$ cat config.mk
export PLATFORM = sky130hd
export DESIGN_NAME = pipe_stage_reg
export DESIGN_NICKNAME = d
export VERILOG_FILES = /design/src/rtl/pipe_stage_reg.sv
export SDC_FILE = /design/constraint.sdc
export NUM_CORES = 1
export LEC_CHECK = 0
export CAP_MARGIN = 20
export CELL_PAD_IN_SITES_DETAIL_PLACEMENT = 1
export CELL_PAD_IN_SITES_GLOBAL_PLACEMENT = 1
export CORE_MARGIN = 10
export CORE_UTILIZATION = 36
export CTS_CLUSTER_SIZE = 10
export DETAILED_ROUTE_END_ITERATION = 7
export GPL_TIMING_DRIVEN = 0
export PLACE_DENSITY_LB_ADDON = 0.1
export SLEW_MARGIN = 20
export SYNTH_ARGS = -nofsm -noshare
export SYNTH_HDL_FRONTEND = slang
export SYNTH_SLANG_ARGS = --single-unit
$ cat constraint.sdc
create_clock -name clk -period 10.6 [get_ports clk]
set_clock_uncertainty 0.2 [all_clocks]
set_input_delay 3.18 -clock clk [delete_from_list [all_inputs] [get_ports clk]]
set_output_delay 3.18 -clock clk [all_outputs]
set_load 0.01 [all_outputs]
$ cat src/rtl/pipe_stage_reg.sv
// Inter-stage pipeline register with valid/ready handshake, optional skid entry,
// synchronous flush and control fields forced to zero on bubbles.
module pipe_stage_reg #(
  parameter int CTRL_W = 10,
  parameter int DATA_W = 118,
  parameter int SKID   = 1,
  parameter int CNT_W  = 16
) (
  input  logic              clk,
  input  logic              rst,
  input  logic              flush,
  input  logic              in_valid,
  output logic              in_ready,
  input  logic [CTRL_W-1:0] in_ctrl,
  input  logic [DATA_W-1:0] in_data,
  output logic              out_valid,
  input  logic              out_ready,
  output logic [CTRL_W-1:0] out_ctrl,
  output logic [DATA_W-1:0] out_data,
  output logic [1:0]        occupancy,
  output logic [CNT_W-1:0]  stall_cnt
);

  typedef enum logic [1:0] {EMPTY = 2'd0, HOLD = 2'd1, FULL = 2'd2} state_e;

  state_e            state_q, state_d;
  logic [CTRL_W-1:0] main_ctrl_q, main_ctrl_d, skid_ctrl_q, skid_ctrl_d;
  logic [DATA_W-1:0] main_data_q, main_data_d, skid_data_q, skid_data_d;
  logic [CNT_W-1:0]  stall_cnt_q, stall_cnt_d;
  logic              accept, emit;

  assign out_valid = (state_q != EMPTY);

  // With a skid entry, in_ready depends on state only (no ready path through).
  generate
    if (SKID != 0) begin : g_skid
      assign in_ready = (state_q != FULL);
    end else begin : g_noskid
      assign in_ready = !out_valid | out_ready;
    end
  endgenerate

  assign accept    = in_valid & in_ready;
  assign emit      = out_valid & out_ready;
  assign out_ctrl  = main_ctrl_q & {CTRL_W{out_valid}};
  assign out_data  = main_data_q;
  assign occupancy = {state_q == FULL, state_q == HOLD};
  assign stall_cnt = stall_cnt_q;

  always_comb begin
    state_d     = state_q;
    main_ctrl_d = main_ctrl_q;
    main_data_d = main_data_q;
    skid_ctrl_d = skid_ctrl_q;
    skid_data_d = skid_data_q;
    stall_cnt_d = stall_cnt_q;

    if (out_valid && !out_ready && stall_cnt_q != {CNT_W{1'b1}})
      stall_cnt_d = stall_cnt_q + CNT_W'(1);

    // Flush drops occupancy but keeps entry contents; out_ctrl is masked anyway.
    if (flush) begin
      state_d = EMPTY;
    end else begin
      unique case (state_q)
        EMPTY: if (accept) begin
          main_ctrl_d = in_ctrl;
          main_data_d = in_data;
          state_d     = HOLD;
        end
        HOLD: begin
          if (accept && emit) begin
            main_ctrl_d = in_ctrl;
            main_data_d = in_data;
          end else if (accept && SKID != 0) begin
            skid_ctrl_d = in_ctrl;
            skid_data_d = in_data;
            state_d     = FULL;
          end else if (emit) begin
            state_d = EMPTY;
          end
        end
        FULL: if (emit) begin
          main_ctrl_d = skid_ctrl_q;
          main_data_d = skid_data_q;
          state_d     = HOLD;
        end
        default: state_d = EMPTY;
      endcase
    end
  end

  always_ff @(posedge clk or posedge rst) begin
    if (rst) begin
      state_q     <= EMPTY;
      main_ctrl_q <= '0;
      main_data_q <= '0;
      skid_ctrl_q <= '0;
      skid_data_q <= '0;
      stall_cnt_q <= '0;
    end else begin
      state_q     <= state_d;
      main_ctrl_q <= main_ctrl_d;
      main_data_q <= main_data_d;
      skid_ctrl_q <= skid_ctrl_d;
      skid_data_q <= skid_data_d;
      stall_cnt_q <= stall_cnt_d;
    end
  end

endmodule
==> results by group <==
Outcome
  • Status: finished clean

Logic synthesis
  • Share of Yosys cell area claimed by the top area cell type: 0.5419
  • Sequential share of the synthesized area: 0.5419
  • Main flop type after synthesis: dfrtp_1
  • Post-synthesis cell count: around 1,100
  • Synthesized flop and latch total: about 270
  • Post-synth EDFFs: 0
  • Area leader, netlist: dfrtp_1
  • Synthesized area per cell: 12.04 µm²
  • Post-synth ARST share: 1.000
  • Dominant cells by area after synthesis: dfrtp_1 54%, mux2_4 14%, mux2_2 12%
  • Post-synthesis cell type count: 34
  • Commonest cells in the netlist: 390 x nand2_1, 274 x dfrtp_1, 137 x mux2_2
  • Post-Syn Nets: about 1,200
  • Post-Syn Area: roughly 13,000 µm²
  • Yosys warns: 0
  • Most frequent cell after synthesis: nand2_1

CTS
  • Clock transition at path regs: roughly 50 ps
  • H-tree Lvls: 2
  • Worst skew pair latency: roughly 500 ps
  • Post-CTS Setup Bufs: 0
  • PostCTS Resize Cnt: 0
  • CTS Sinks: approximately 270
  • CTS Buf Count: 35
  • CTS tree: done
  • Clock Path Buffers: 3
  • Clk root buf: clkbuf_16
  • Hold buffers post-CTS: 0

Route
  • Antenna-violating nets left: 0
  • Via count: between 8,000 and 9,000
  • Drt pass-1 iters: 4
  • Initial drt markers: about 260
  • Wire per inst: about 20 µm
  • Routed wire length: between 30,000 and 40,000 µm
  • Vias per cell: roughly 4.7
  • Drt drc: 0

GRT
  • Global-route wire length before repair: around 57,000 µm
  • Grt ovf: 0
  • All-layer global routing usage: 0.1647
  • Vias in the first global route: around 9,600
  • Pin count of the biggest net entering global routing: 33
  • Antenna violations before repair: 8

Power
  • Leak: 8.211 nW
  • Power consumption: between 3 and 4 mW
  • Maximum vdd drop: around 0.11 mV
  • PD cells: between 150 and 200 nW/µm²

Setup path
  • CP cell instances: nand2b_1, inv_2, clkbuf_1, clkdlybuf4s50_1
  • Crit path from: state_q[0]
  • Slowest Stage Delay on Critical Path: ~650 ps
  • Critical Path AT: roughly 2400 ps
  • Critical path required time: about 7200 ps
  • WS Path Type: flip-flop to primary output
  • Slowest CP cell: clkdlybuf4s50_1
  • Setup crit start kind: flip-flop
  • WP buf/inv: 3
  • Worst Setup End Kind: primary output
  • Crit-path leading delay family: buffers and inverters
  • Worst-path fanout max: 10
  • Critical R2R Launch: state_q[0]

Timing
  • Slew margin rel.: 0.4667
  • Setup_tns: 0 ps
  • Final period util: 0.5455
  • Fin crit period: 5782 ps
  • Hold Violations, Final: 0
  • # setup viols final: 0
  • Max-slew violations: 0
  • Unrepaired setup endpoints after global routing: false
  • Achievable Freq: 172.9 MHz
  • Worst-margin pin slew: roughly 800 ps

Job
  • Max_cap viols: 0

Final layout
  • Register area: between 6000 and 7000 µm²
  • Net count, final: ~1,500
  • Share of cells above drive strength 1: 0.2641
  • Area occupied by multi-input gates: around 5300 µm²
  • Final Instance Count excl. Fillers: roughly 1,900
  • Fill cells: around 3,600
  • Area growth syn-to-layout: 36.70%

Floorplan
  • Die width: 207.5 µm
  • Chip height: roughly 210 µm
  • I/O Pins: between 200 and 300
  • Num rows: 68
  • DIE AREA: around 43,000 µm²
  • Initial core utilization: 0.3654
  • Core area: between 30,000 and 40,000 µm²

Worst hold path
  • Hold Crit Start: main_ctrl_q[9]
  • Hold Path Class: flip-flop to flip-flop

Place
  • Detailed placer's ending HPWL: approximately 27,000 µm
  • Gpl congestion: 0.7132
  • Placed Cells: roughly 1,800
  • Port buffer count: 280
[worst reg2reg max path, stage by stage (launching register included)]
cell      delay [ps]
dfrtp_1          460
nand2b_1         250
clkbuf_1         640
buf_2            380
nand2_1           80
nand2_1          100
mux2_4           140
[cell usage in the layout (no fill, tap or decap), types with 3 or more instances in the layout]
| cell | instances |
|---|---|
| nand3_1 | 10 |
| clkbuf_8 | 5 |
| xnor2_1 | 13 |
| buf_12 | 20 |
| clkdlybuf4s50_1 | 280 |
| dfrtp_1 | 274 |
| clkbuf_1 | 19 |
| nor2_1 | 4 |
| diode_2 | 5 |
| nand4_1 | 4 |
| mux2_4 | 120 |
| nor2b_1 | 11 |
| and4_1 | 4 |
| buf_6 | 3 |
| buf_2 | 37 |
| clkbuf_16 | 37 |
| nand2_1 | 390 |
| mux2_2 | 137 |
| and3_1 | 4 |
[path summary, 6_finish.rpt]
kind | slack (ps) | depth (start not counted) | to
min reg2reg | 300 | 1 | main_ctrl_q[9]
max reg2reg | 8300 | 6 | out_data[59]
min in group asynchronous | 2780 | 2 | stall_cnt[13]
min | 300 | 1 | main_ctrl_q[9]
max in group asynchronous | 6120 | 7 | out_data[40]
max | 4820 | 4 | occupancy[1]
[cells by family (layout without fill, tap and decap cells)]
| kind of cell | Yosys count | in the layout | share of synthesized area |
|---|---|---|---|
| AND/OR/NAND/NOR | 436 | 436 | 0.1383 |
| flip-flops | 274 | 274 | 0.5419 |
| multiplexers | 258 | 258 | 0.2651 |
| buffers and inverters | 61 | 407 | 0.03767 |
| XOR/XNOR | 15 | 15 | 0.01038 |
| AO/OA/AOI/OAI | 6 | 6 | 0.005637 |
| adder cells (fa/ha/maj) | 1 | 1 | 0.0009887 |
| other | 0 | 5 | 0 |
[sequential cells by signal, summed over array words and instances, names as in the netlist]
register and flops:
main_ctrl_q 10, out_data 118, skid_ctrl_q 10, skid_data_q 118, stall_cnt 16, state_q 2
[layout make-up]
class                   instances  share of cell area
flip-flops and latches        274              0.3964
multi-input cells             716              0.3076
repair buffers                290              0.1740
clock buffers                  55             0.06033
well taps                     455             0.03291
plain buffers                  58             0.02691
inverters                       3           0.0008680
diodes                          5           0.0007233
clock inverters                 1           0.0002893
[through the flow]
| stage | util | hold WS [ps] | cell area, µm² | worst slack, ps |
|---|---|---|---|---|
| after global routing | 0.4993 | 312.5 | 17290 | 4648 |
| final | 0.4995 | 301.1 | 17300 | 4818 |
| after CTS | 0.4992 | 305.1 | 17290 | 4697 |
| after global placement | 0.4629 | 280.8 | 16030 | 1117 |
| after floorplan | - | 271.0 | 12660 | 3597 |
| after detailed placement | 0.4689 | 290.6 | 16240 | 5239 |
[layer usage]
metal  track usage  vias up  wire length (µm)
met5             0        -                29
met2        0.2687      185             17320
met1        0.2043     4412             15780
li1              -     4127                 -
met3       0.05701       52              2595
met4       0.04039        6               597
[where the power goes]
group / switching (mW) / leakage, nW / internal, mW
clock network: 0.436 / 0.511 / 0.669
logic: 0.279 / 4.39 / 0.510
registers: 0.143 / 3.31 / 1.30
total: 0.858 / 8.21 / 2.47
(Power assumes the default switching activity.)
